$ cat src/rtl/sw_gain_pkg.sv
// Shared types and defaults for the switch-to-preamp gain controller.
// Holds the SPI FSM state type, frame width and parameter defaults.
package sw_gain_pkg;

    typedef enum logic [1:0] {
        IDLE,
        CS_SETUP,
        SHIFT,
        CS_HOLD
    } state_t;

    localparam int FRAME_BITS = 8;
    localparam int DEF_DEBOUNCE_CYCLES = 500000;
    localparam int DEF_SPI_DIV = 4;

endpackage

$ cat src/rtl/sw_debounce.sv
// Two-flop synchroniser plus debouncer for a bus of raw switches.
// Ports: clk, rst_n, din (raw), stable (debounced), changed (pulse).
module sw_debounce
    import sw_gain_pkg::*;
#(
    parameter int W = 4,
    parameter int DEBOUNCE_CYCLES = DEF_DEBOUNCE_CYCLES
) (
    input  logic         clk,
    input  logic         rst_n,
    input  logic [W-1:0] din,
    output logic [W-1:0] stable,
    output logic         changed
);

    localparam int CW = $clog2(DEBOUNCE_CYCLES);

    logic [W-1:0]  s1;
    logic [W-1:0]  s2;
    logic [W-1:0]  cand;
    logic [CW-1:0] cnt;
    logic          cnt_end;

    assign cnt_end = (cnt == CW'(DEBOUNCE_CYCLES - 1));

    // Commit when the same candidate has persisted long enough.
    assign changed = (s2 != stable) && (s2 == cand) && cnt_end;

    always_ff @(posedge clk or negedge rst_n) begin
        if (!rst_n) begin
            s1     <= '0;
            s2     <= '0;
            cand   <= '0;
            cnt    <= '0;
            stable <= '0;
        end else begin
            s1 <= din;
            s2 <= s1;
            if (s2 == stable) begin
                cand <= s2;
                cnt  <= '0;
            end else if (s2 != cand) begin
                cand <= s2;
                cnt  <= '0;
            end else if (cnt_end) begin
                stable <= s2;
                cnt    <= '0;
            end else begin
                cnt <= cnt + 1'b1;
            end
        end
    end

endmodule

$ cat src/rtl/sw_gain_ctrl.sv
// Debounced switches drive a mode-0 SPI write of {sw,sw} to a preamp.
// Ports: CLK50MHZ, RST_N, SW, AMP_CS, SPI_SCK, SPI_MOSI, AMP_SHDN,
// busy, gain, done; AMP_MISO/rb_byte with SW_GAIN_READBACK_EN.
module sw_gain_ctrl
    import sw_gain_pkg::*;
#(
    parameter int DEBOUNCE_CYCLES = DEF_DEBOUNCE_CYCLES,
    parameter int SPI_DIV = DEF_SPI_DIV
) (
    input  logic       CLK50MHZ,
    input  logic       RST_N,
    input  logic [3:0] SW,
`ifdef SW_GAIN_READBACK_EN
    input  logic       AMP_MISO,
    output logic [7:0] rb_byte,
`endif
    output logic       AMP_CS,
    output logic       SPI_SCK,
    output logic       SPI_MOSI,
    output logic       AMP_SHDN,
    output logic       busy,
    output logic [3:0] gain,
    output logic       done
);

    localparam int DW = $clog2(SPI_DIV) + 1;
    localparam int BW = $clog2(FRAME_BITS);

    state_t                state;
    state_t                state_n;
    logic [3:0]            stable;
    logic                  chg;
    logic                  pending;
    logic [DW-1:0]         div_cnt;
    logic                  div_end;
    logic                  phase;
    logic [BW-1:0]         bit_idx;
    logic [FRAME_BITS-1:0] shreg;
    logic [3:0]            lo;
`ifdef SW_GAIN_READBACK_EN
    logic [FRAME_BITS-1:0] rb_sh;
`endif

    sw_debounce #(
        .W(4),
        .DEBOUNCE_CYCLES(DEBOUNCE_CYCLES)
    ) u_deb (
        .clk(CLK50MHZ),
        .rst_n(RST_N),
        .din(SW),
        .stable(stable),
        .changed(chg)
    );

    assign div_end = (div_cnt == DW'(SPI_DIV - 1));
    assign AMP_SHDN = 1'b0;

    always_ff @(posedge CLK50MHZ or negedge RST_N) begin
        if (!RST_N) state <= IDLE;
        else        state <= state_n;
    end

    always_comb begin
        state_n = state;
        unique case (state)
            IDLE:     if (pending) state_n = CS_SETUP;
            CS_SETUP: if (div_end) state_n = SHIFT;
            SHIFT:
                if (div_end && phase &&
                    bit_idx == BW'(FRAME_BITS - 1))
                    state_n = CS_HOLD;
            CS_HOLD:  if (div_end) state_n = IDLE;
            default:  state_n = IDLE;
        endcase
    end

    always_comb begin
        AMP_CS   = (state == IDLE);
        busy     = (state != IDLE);
        SPI_SCK  = (state == SHIFT) && phase;
        SPI_MOSI = (state != IDLE) && shreg[FRAME_BITS-1];
    end

    always_ff @(posedge CLK50MHZ or negedge RST_N) begin
        if (!RST_N) begin
            pending <= 1'b1;
            div_cnt <= '0;
            phase   <= 1'b0;
            bit_idx <= '0;
            shreg   <= '0;
            lo      <= '0;
            gain    <= '0;
            done    <= 1'b0;
`ifdef SW_GAIN_READBACK_EN
            rb_sh   <= '0;
            rb_byte <= '0;
`endif
        end else begin
            done <= 1'b0;
            // A change arriving as a frame starts re-arms pending.
            pending <= (pending && state != IDLE) || chg;
            if (state == IDLE || div_end) div_cnt <= '0;
            else                          div_cnt <= div_cnt + 1'b1;
            unique case (state)
                IDLE:
                    if (pending) begin
                        shreg   <= {stable, stable};
                        lo      <= stable;
                        phase   <= 1'b0;
                        bit_idx <= '0;
                    end
                SHIFT:
                    if (div_end) begin
                        phase <= ~phase;
                        if (phase) begin
                            shreg   <= shreg << 1;
                            bit_idx <= bit_idx + 1'b1;
                        end
`ifdef SW_GAIN_READBACK_EN
                        else begin
                            rb_sh <= {rb_sh[FRAME_BITS-2:0], AMP_MISO};
                        end
`endif
                    end
                CS_HOLD:
                    if (div_end) begin
                        gain <= lo;
                        done <= 1'b1;
`ifdef SW_GAIN_READBACK_EN
                        rb_byte <= rb_sh;
`endif
                    end
                default: ;
            endcase
        end
    end

endmodule

$ cat config.mk
export PLATFORM = sky130hd
export DESIGN_NAME = sw_gain_ctrl
export DESIGN_NICKNAME = d
export VERILOG_FILES = /design/src/rtl/sw_gain_pkg.sv /design/src/rtl/sw_debounce.sv /design/src/rtl/sw_gain_ctrl.sv
export SDC_FILE = /design/constraint.sdc
export NUM_CORES = 1
export LEC_CHECK = 0
export BUFFER_PORTS_ARGS = -buffer_cell sky130_fd_sc_hd__buf_4
export CAP_MARGIN = 20
export CORE_AREA = 5 5 72 74
export DETAILED_ROUTE_END_ITERATION = 6
export DIE_AREA = 0 0 77 79
export GPL_TIMING_DRIVEN = 0
export PLACE_DENSITY = 0.87
export SETUP_SLACK_MARGIN = 0.02
export SKIP_LAST_GASP = 1
export SYNTH_ARGS = -nofsm -noshare
export SYNTH_HDL_FRONTEND = slang
export SYNTH_SLANG_ARGS = --single-unit
$ cat constraint.sdc
create_clock -name CLK50MHZ -period 3.7 [get_ports CLK50MHZ]
set_input_delay 0.37 -clock CLK50MHZ [delete_from_list [all_inputs] [get_ports CLK50MHZ]]
set_output_delay 0.37 -clock CLK50MHZ [all_outputs]
set_load 0.02 [all_outputs]
==> flow_metrics.tcl, run 1 <==
set metrics [dict create \
    pin_count 16 \
    post_cts_resize_count 0 \
    max_stage_delay_ns 0.55 \
    wl_per_cell_um 14.8 \
    startpoint "u_deb.cnt[9]" \
    fin_crit_sh_pct 64.8 \
    total_power_uw 1230 \
    gr-total-overflow 0 \
    slowest_stage "or4_4" \
    synth_area_sq_mm 0.00278 \
    endpoint "u_deb.stable[0]" \
    hold_viol 0 \
    drc 0 \
    irDropWorstVdd_uv 322 \
    area_growth_pct 12.3 \
    first_global_vias 1889 \
    grt_max_degree 63 \
    swShare_pct 21.0 \
    rows 25 \
    drt_iter0_drc 124 \
    drt_wl_total_um 4820 \
    dr.pass1.iters 4 \
    end_kind "flop" \
    insertion_delay_ns 0.33 \
    intPower_uw 970 \
    final_common_cell "dfrtp_1" \
    die_w_um 77 \
    dpl.cell_count 311 \
    synth.avg_cell_area_sq_um 11.4 \
    synth_seq_area_share_pct 56.0 \
    cts.hold.buffers_added 0 \
    cts_max_path_buffers 2 \
    coreArea_sq_mm 0.00454 \
    antenna_found_initial 0 \
    detail-route-antenna-nets 0 \
    post_cts_buffers 0 \
    critPathMaxFanout 5 \
    pwr-share-clk_pct 41.4 \
    worstSetupPathType "reg -> reg" \
    grt_pass1_wl_um 8710 \
    root_buffer "clkbuf_8" \
    yosysWarnings 0 \
    skew_ns 0.00795 \
    fin_nets 283 \
    power.density_mw_per_mm2 394 \
    p_leak_uw 0.00139 \
    r2r_end "u_deb.stable[0]" \
    r2r_slack_ns 1.30 \
    num_vias 1860 \
    portBuffers 14 \
    cap_viol_max_count 0 \
    dp_hpwl_um 3230 \
    final_cell_mix "dfrtp_1, nor3_1, clkbuf_1, nand2_1, buf_4" \
    cts.clk_slew.worst_paths_ns 0.06 \
    p_comb_share_pct 2.4 \
    synth_edf_count 0 \
    finalSetupViolations 0 \
    yosys.cell_types.count 42 \
    hp-class "in -> async" \
    syn-instance-count 243 \
    critPathLaunchType "flop" \
    instances_no_fill 326 \
    ys_seq_elements 62 \
    seqPwrFrac_pct 56.2 \
    antennaDiodeCount 0 \
    ff2ff_path_depth 4 \
    cts_buffers 9 \
    critPathRequiredTime_ns 3.91 \
    rsz0062_at_grt "no" \
    ctsHtreeMaxLevel 3 \
    ys.flop_type "dfrtp_1" \
    arrival_ns 2.61 \
    synth_fp_nets 258 \
    grt_usage_pct 18.2 \
    worst_slew_pin_slew_ns 0.742 \
    clkSinkCount 62 \
    setup_tns_ns 0 \
    reg2reg_from "u_deb.cnt[9]" \
    async_reset_ff_share_pct 100 \
    dieArea_sq_mm 0.00608 \
    via_per_inst 5.71 \
    clock.fmax_ghz 0.417 \
    p_sw_uw 258 \
    cts_tree "yes" \
    maxSlewHeadroom_pct 50.5 \
    drive_gt1_share_pct 16.9 \
    fin_crit_ns 2.40 \
    die_y_um 79 \
    initial_utilization_pct 61.2 \
    crit_path_cell_trace "or4_1 > or4_4 > nor4b_4 > mux2_1" \
    slew_violations 0 \
    gp_congestion 0.896 \
    outcome "completed" \
]
==> synth_stat cells (2+ instances only) <==
cell type,number,area (sq um)
mux2_1,4,45.0
nand3_1,7,35.0
a21oi_1,6,30.0
nor2_1,9,33.8
nor3b_1,4,30.0
nand4_1,2,12.5
or3_1,4,25.0
dfrtp_1,61,1530
nand2_1,15,56.3
nor4_1,6,37.5
ha_1,9,113
xnor2_1,11,96.3
o21ai_0,6,30.0
nor2b_1,4,25.0
clkbuf_1,13,48.8
o31ai_1,4,30.0
a211oi_1,5,37.5
or4_1,4,30.0
inv_1,11,41.3
mux2_2,10,113
a22o_1,2,17.5
xor2_1,10,87.6
nor3_1,17,85.1
==> how the worst min path moves through the flow <==
stage,start,to,slack [ns],depth (start not counted)
finish,RST_N,done,0.10,1
global route,SW[0],u_deb.s1[0],0.12,1
CTS,RST_N,gain[2],0.13,1
detailed placement,u_deb.s1[1],u_deb.s2[1],0.34,0
global placement,u_deb.s1[0],u_deb.s2[0],0.33,0
floorplan,RST_N,bit_idx[0],0.07,0
==> flip-flops by register name, indices dropped and copies added (netlist names) <==
signal / cells
state: 2
u_deb.s2: 4
shreg: 8
bit_idx: 3
u_deb.stable: 4
phase: 1
u_deb.cand: 4
u_deb.cnt: 19
lo: 4
gain: 4
done: 1
div_cnt: 3
u_deb.s1: 4
pending: 1
==> per-layer routing <==
metal  up-vias  track usage, %  share of wire (%)
met5         -               0                  0
met4         0            7.90                1.4
met3        10            6.01                5.1
met2        46            29.7                 49
met1       910            22.1                 44
li1        894               -                  -
==> power by group through the flow <==
stage                     registers (uW)  clock network [uW]  logic, uW
after floorplan                      702                   0       11.6
after global placement               703                   0       30.0
after detailed placement             703                   0       30.8
after CTS                            691                 525       30.8
after global routing                 691                 561       34.4
final                                691                 508       29.3
==> stage by stage <==
| step | cell area (sq um) | setup slack (ns) | util (%) | hold WS (ns) |
|---|---|---|---|---|
| CTS | 3120 | 1.26 | 68.7 | 0.129 |
| global route | 3120 | 1.02 | 68.7 | 0.118 |
| finish | 3120 | 1.30 | 68.7 | 0.102 |
| floorplan | 2780 | 1.47 | - | 0.0744 |
| detailed placement | 2950 | 1.26 | 65.0 | 0.336 |
| global placement | 2950 | 1.32 | 65.0 | 0.332 |
==> kinds of logic (layout without fill, tap and decap cells) <==
logic type	count (synthesis)	after routing	share of synthesized area (%)
compound gates	29	29	7.17
xor+xnor	21	21	6.63
fa+ha+maj	9	9	4.06
buf+inv	26	55	3.70
flops	62	62	56.0
mux	14	14	5.68
other cells	1	1	0.135
simple gates	81	81	16.7
==> area by class of cell <==
class | instances | area (sq um)
Multi-Input combinational cell | 155 | 1120
Buffer | 15 | 61.3
Clock inverter | 1 | 5.00
Inverter | 11 | 41.3
Tap cell | 54 | 67.6
Clock buffer | 14 | 163
Sequential cell | 62 | 1550
Fill cell | 319 | 1420
Timing Repair Buffer | 14 | 105
==> worst max-delay path: cells and delay by family (launching register included) <==
family,cells,cell delay [ns]
flip-flops,1,0.41
multiplexers,1,0.37
AND/OR/NAND/NOR,3,1.50
No activity file was read; power rests on OpenSTA's default activity.
==> run 2: changes to the inputs <==
Settings changed: ABC_AREA from default to 1, CORE_AREA 5 5 72 74 to 5 5 77 79, DIE_AREA 0 0 77 79 to 0 0 82 84, PLACE_DENSITY 0.87 to 0.82.
Clock period 3.7 ns to 2.3 ns, I/O delays scaled along.
==> run 2 against run 1 <==
Compared with the run above:
- sequential power is 61% higher
- cell area is 11% higher
- critical path depth is 2 higher
==> flow_metrics.tcl, run 2 <==
set metrics [dict create \
    grt_usage_pct 17.4 \
    critPathLaunchType "flop" \
    cts.clk_slew.worst_paths_ns 0.07 \
    num_vias 2267 \
    via_per_inst 4.85 \
    antennaDiodeCount 0 \
    drive_gt1_share_pct 14.7 \
    cts_buffers 9 \
    detail-route-antenna-nets 0 \
    wl_per_cell_um 11.6 \
    ctsHtreeMaxLevel 3 \
    yosys.area_share.simple_pct 28.3 \
    gp_congestion 0.907 \
    cts_max_path_buffers 2 \
    fin_nets 405 \
    first_global_vias 2160 \
    synth-xor-area-share_pct 2.93 \
    synth_area_leaders "dfrtp_1, nand2_1, nor2_1, inv_1, nand3_1" \
    drt_wl_total_um 5400 \
    synth_top_family_by_area "simple AND/OR/NAND/NOR gates" \
    end_kind "output pin" \
    gr-total-overflow 0 \
    max_stage_delay_ns 0.41 \
    yosys.cell_types.count 29 \
    dp_hpwl_um 3840 \
    maxSlewHeadroom_pct 49.8 \
    drt_iter0_drc 151 \
    synth_edf_count 0 \
    startpoint "state[0]" \
    dieArea_sq_mm 0.00689 \
    register_area_sq_mm 0.00155 \
    pin_count 16 \
    reg2reg_from "state[0]" \
    synth_top_area_share_pct 51.1 \
    dpl.cell_count 446 \
    rows 27 \
    post_cts_resize_count 0 \
    yosysWarnings 0 \
    initial_utilization_pct 56.7 \
    slew_violations 0 \
    coreArea_sq_mm 0.00527 \
    netlist_top_cells_count "nand2_1, dfrtp_1, nor2_1" \
    top_register "u_deb.cnt" \
    skew_ns 0.00900 \
    async_reset_ff_share_pct 100 \
    cp_common_cell "inv_1" \
    worst_slew_pin_slew_ns 0.752 \
    hold_viol 0 \
    die_w_um 82 \
    largest_reg_flops 19 \
    placed_area_sq_mm 0.00318 \
    critPathMaxFanout 10 \
    cap_viol_max_count 0 \
    critPathRequiredTime_ns 2.07 \
    irDropWorstVdd_uv 699 \
    instances_no_fill 467 \
    clkSinkCount 62 \
    clock.fmax_ghz 0.491 \
    largestRegisters "u_deb.cnt x19, shreg x8" \
    post_cts_buffers 0 \
    crit_path_cell_trace "inv_1 > ha_1 > clkbuf_1 > nand2_1 > inv_1 > buf_4" \
    drc 0 \
    power.density_mw_per_mm2 644 \
    hp-class "reg -> reg" \
    synth_fp_nets 375 \
    synth_area_sq_mm 0.00299 \
    yosys.area.top_type "dfrtp_1" \
    insertion_delay_ns 0.33 \
    muxShareOfSynthArea_pct 0 \
    final_common_cell "nand2_1" \
    min-delay-start "u_deb.s1[1]" \
    rsz0062_at_grt "no" \
    multi_input_area_sq_mm 0.00120 \
    synth_fa_ha_area_share_pct 3.77 \
    synth_seq_area_share_pct 52.0 \
    root_buffer "clkbuf_8" \
    synth.avg_cell_area_sq_um 8.30 \
    worstSetupPathType "reg -> out" \
    synth_compound_area_share_pct 5.11 \
    total_power_uw 2220 \
    syn-instance-count 360 \
    slowest_stage "dfrtp_1" \
    arrival_ns 1.81 \
    grt_max_degree 63 \
    final_area_sq_mm 0.00345 \
    cts_tree "yes" \
    fin_crit_ns 2.04 \
    setup_tns_ns 0 \
    portBuffers 14 \
    cts.hold.buffers_added 5 \
    antenna_found_initial 0 \
    area_growth_pct 15.6 \
    fin_crit_sh_pct 88.5 \
    final_cell_mix "nand2_1, dfrtp_1, nor2_1, inv_1, nand3_1" \
    num-fill-cells 429 \
    grt_pass1_wl_um 9290 \
    die_y_um 84 \
    synth_most_common_cell "nand2_1" \
    finalSetupViolations 0 \
    p_leak_uw 0.00166 \
    outcome "completed" \
    ys.flop_type "dfrtp_1" \
    dr.pass1.iters 4 \
    ys_seq_elements 62 \
]
[run 2: power by group]
part | leakage (uW) | switching (uW) | internal [uW]
Combinational | 0.000716 | 43.3 | 25.8
Clock | 0.000114 | 431 | 613
Sequential | 0.000835 | 9.30 | 1100
Total | 0.00166 | 483 | 1740
[run 2: final timing paths]
kind                                  to  slack (ns)  depth (start not counted)
setup / recovery                 SPI_SCK        0.26                          6
hold / removal               u_deb.s2[1]        0.35                          0
setup reg to reg                shreg[7]        0.49                          8
hold reg to reg              u_deb.s2[1]        0.35                          0
max in group asynchronous  u_deb.cnt[14]        1.29                          2
min in group asynchronous          lo[3]        0.50                          2
[run 2: cells by family after synthesis]
family / count (synthesis)
other: 1
and+or+nand+nor: 197
buffers and inverters: 53
adders and majority gates: 9
AOI/OAI and AO/OA: 28
xor gates and xnor gates: 10
DFF: 62
[run 2: critical path: cells and delay by family, from the launching register on]
kind / cells / cell delay [ns]
fa+ha+maj: 1 / 0.27
buf+inv: 4 / 0.69
flops: 1 / 0.41
simple gates: 1 / 0.09
[run 2: layout make-up]
cell class                      instances  share of cell area, %
Tap cell                               72                   2.61
Inverter                               43                   4.67
Buffer                                 10                   2.07
Clock inverter                          7                   2.79
Multi-Input combinational cell        245                   34.8
Clock buffer                            9                   3.59
Timing Repair Buffer                   19                   4.49
Sequential cell                        62                   45.0
[run 2: layer usage]
metal	GRT usage (%)	part of all wire [%]	vias to the layer above	wire, um
li1	-	-	1178	-
met1	22.6	47	1030	2510
met2	27.1	47	47	2560
met3	3.67	3.8	12	206
met4	8.46	2.2	0	119
met5	0	0	-	0
[run 2: through the flow]
stage          hold WS [ns]  utilization [%]  worst slack, ns
2_1_floorplan       -0.0656                -            0.598
3_3_place_gp          0.333             60.4            0.548
3_5_place_dp          0.335             60.4            0.479
4_1_cts               0.351             65.5            0.250
5_1_grt               0.355             65.5            0.190
6_report              0.350             65.5            0.264
==> run 3: changes to the inputs <==
Settings changed: CORE_AREA 5 5 77 79 to 5 5 79 81, DIE_AREA 0 0 82 84 to 0 0 84 86, PLACE_DENSITY 0.82 to 0.83, SYNTH_HIERARCHICAL from default to 1.
==> run 3 against run 2 <==
Compared with the run above:
- cell count increased by 6.4%
- die area increased by 4.9%
- sequential share of layout area decreased by 2.7 points
- critical path type unchanged
- critical endpoint is now busy
- largest cell class unchanged
==> flow_metrics.tcl, run 3 <==
set metrics [dict create \
    outcome "completed" \
    multi_input_area_sq_mm 0.00141 \
    wl_per_cell_um 12.4 \
    grt_max_degree 63 \
    synth.avg_cell_area_sq_um 8.26 \
    cp_num_buf_inv 3 \
    grt_usage_pct 19.9 \
    antennaDiodeCount 0 \
    setup_tns_ns 0 \
    final_common_cell "nand2_1" \
    rows 27 \
    num-fill-cells 438 \
    coreArea_sq_mm 0.00541 \
    critPathMaxFanout 7 \
    drt_iter0_drc 122 \
    worst_slew_pin_slew_ns 0.738 \
    cts_buffers 9 \
    synth_edf_count 0 \
    gp_congestion 0.864 \
    power.density_mw_per_mm2 591 \
    slew_violations 0 \
    synth_most_common_cell "nand2_1" \
    drt_wl_total_um 6140 \
    cts_max_path_buffers 2 \
    yosys.area.top_type "dfrtp_1" \
    cp_common_cell "inv_1" \
    antenna_found_initial 0 \
    cts_tree "yes" \
    maxSlewHeadroom_pct 50.8 \
    fin_crit_ns 1.74 \
    crit_family "flip-flops" \
    drc 0 \
    die_w_um 84 \
    clock.fmax_ghz 0.575 \
    die_y_um 86 \
    register_area_sq_mm 0.00155 \
    yosys.cell_types.count 34 \
    pin_count 16 \
    hp-class "reg -> reg" \
    largestRegisters "u_deb/cnt x19, shreg x8" \
    syn-instance-count 390 \
    area_growth_pct 14.0 \
    irDropWorstVdd_uv 656 \
    yosysWarnings 6 \
    synth_fp_nets 406 \
    end_kind "output pin" \
    final_cell_mix "nand2_1, dfrtp_1, nor2_1, inv_1, nand3_1" \
    largest_reg_flops 19 \
    worstSetupPathType "reg -> out" \
    dr.pass1.iters 4 \
    instances_no_fill 497 \
    initial_utilization_pct 59.6 \
    synth_area_sq_mm 0.00322 \
    synth_seq_area_share_pct 48.2 \
    detail-route-antenna-nets 0 \
    portBuffers 14 \
    critPathRequiredTime_ns 2.07 \
    p_leak_uw 0.00185 \
    critPathLaunchType "flop" \
    hold_viol 0 \
    rsz0062_at_grt "no" \
    ys.flop_type "dfrtp_1" \
    cts.clk_slew.worst_paths_ns 0.08 \
    max_stage_delay_ns 0.42 \
    crit_path_cell_trace "inv_1 > ha_1 > inv_1 > buf_4" \
    final_util_pct 68.0 \
    via_per_inst 5.11 \
    fin_crit_sh_pct 75.6 \
    root_buffer "clkbuf_8" \
    dp_hpwl_um 4270 \
    first_global_vias 2661 \
    finalSetupViolations 0 \
    insertion_delay_ns 0.35 \
    arrival_ns 1.51 \
    ctsHtreeMaxLevel 3 \
    async_reset_ff_share_pct 100 \
    drive_gt1_share_pct 17.4 \
    cap_viol_max_count 0 \
    dieArea_sq_mm 0.00722 \
    grt_pass1_wl_um 11400 \
    synth_top_area_share_pct 47.4 \
    dpl.cell_count 476 \
    skew_ns 0.0114 \
    ys_seq_elements 62 \
    synth_area_leaders "dfrtp_1, nand2_1, nor2_1, inv_1, nand3_1" \
    slowest_stage "dfrtp_1" \
    num_vias 2538 \
    gr-total-overflow 0 \
    clkSinkCount 62 \
    fin_nets 436 \
    netlist_top_cells_count "nand2_1, dfrtp_1, nor2_1" \
    top_register "u_deb/cnt" \
]
==> run 3: changes by cell type after synthesis, moves of 3 or more <==
cell     change
a31oi_1      -4
mux2_2       +3
nor2_1       -5
a21oi_1      -7
nand4_1      +8
o21ai_0      -5
nand3_1      +4
nand2_4      +3
nand2_1     +27
==> run 3: cell families (layout without fill, tap and decap cells) <==
| kind of cell | after synthesis | in the layout | share of synthesized area, % |
|---|---|---|---|
| DFF | 62 | 62 | 48.2 |
| adders and majority gates | 10 | 10 | 3.88 |
| and+or+nand+nor | 237 | 237 | 33.5 |
| AOI/OAI and AO/OA | 11 | 11 | 2.25 |
| muxes | 3 | 3 | 1.05 |
| buffers and inverters | 55 | 90 | 8.07 |
| xor gates and xnor gates | 11 | 11 | 2.99 |
| other | 1 | 1 | 0.116 |
==> run 3: what timing repair did <==
action,in CTS,in global routing
setup endpoints to repair,0,0
endpoints found under the hold margin,65,0
resized for setup,0,0
setup buffers,0,0
hold buffers,5,0
==> run 3: worst paths after layout <==
kind / slack (ns) / startpoint / cells after the start / to
max in group asynchronous: 1.32 / RST_N / 2 / u_deb/cnt[8]
hold reg to reg: 0.35 / u_deb/s1[1] / 0 / u_deb/s2[1]
min in group asynchronous: 0.49 / RST_N / 2 / gain[1]
setup reg to reg: 0.56 / u_deb/cnt[0] / 8 / u_deb/cnt[16]
hold / removal: 0.35 / u_deb/s1[1] / 0 / u_deb/s2[1]
setup / recovery: 0.56 / state[0] / 4 / busy
==> run 3: cell type report <==
| type | instances | share of cell area (%) |
|---|---|---|
| Inverter | 43 | 4.39 |
| Clock inverter | 6 | 1.87 |
| Multi-Input combinational cell | 273 | 38.4 |
| Clock buffer | 10 | 3.75 |
| Sequential cell | 62 | 42.3 |
| Timing Repair Buffer | 19 | 4.22 |
| Tap cell | 72 | 2.45 |
| Buffer | 12 | 2.69 |
==> run 3: through the flow <==
stage / worst slack [ns] / power [uW] / area [sq um] / hold slack, ns
2_1_floorplan: 0.709 / 1170 / 3220 / -0.0656
3_3_place_gp: 0.678 / 1200 / 3420 / 0.332
3_5_place_dp: 0.590 / 1200 / 3420 / 0.341
4_1_cts: 0.557 / 2190 / 3670 / 0.357
5_1_grt: 0.397 / 2270 / 3670 / 0.371
6_report: 0.561 / 2170 / 3670 / 0.355
==> run 3: worst reg2reg max path: cells and delay by family (launching register included) <==
family	cells	cell delay (ns)
adders and majority gates	1	0.26
buffers and inverters	1	0.09
DFF	1	0.40
and+or+nand+nor	6	0.88
==> run 3: per-layer routing <==
metal	track usage [%]	share of wire, %	vias to the layer above	wire (um)
met4	11.5	3.6	0	221
met1	22.5	42	1190	2590
met2	35.2	50	55	3100
met3	3.75	3.7	17	227
met5	0	0	-	0
li1	-	-	1276	-
==> run 3: report_power, final <==
group          internal, uW  leakage (uW)  switching [uW]  total, uW
registers              1100      0.000835            8.70       1110
logic                  27.1      0.000915            46.8       73.9
clock network           535      0.000103             451        986
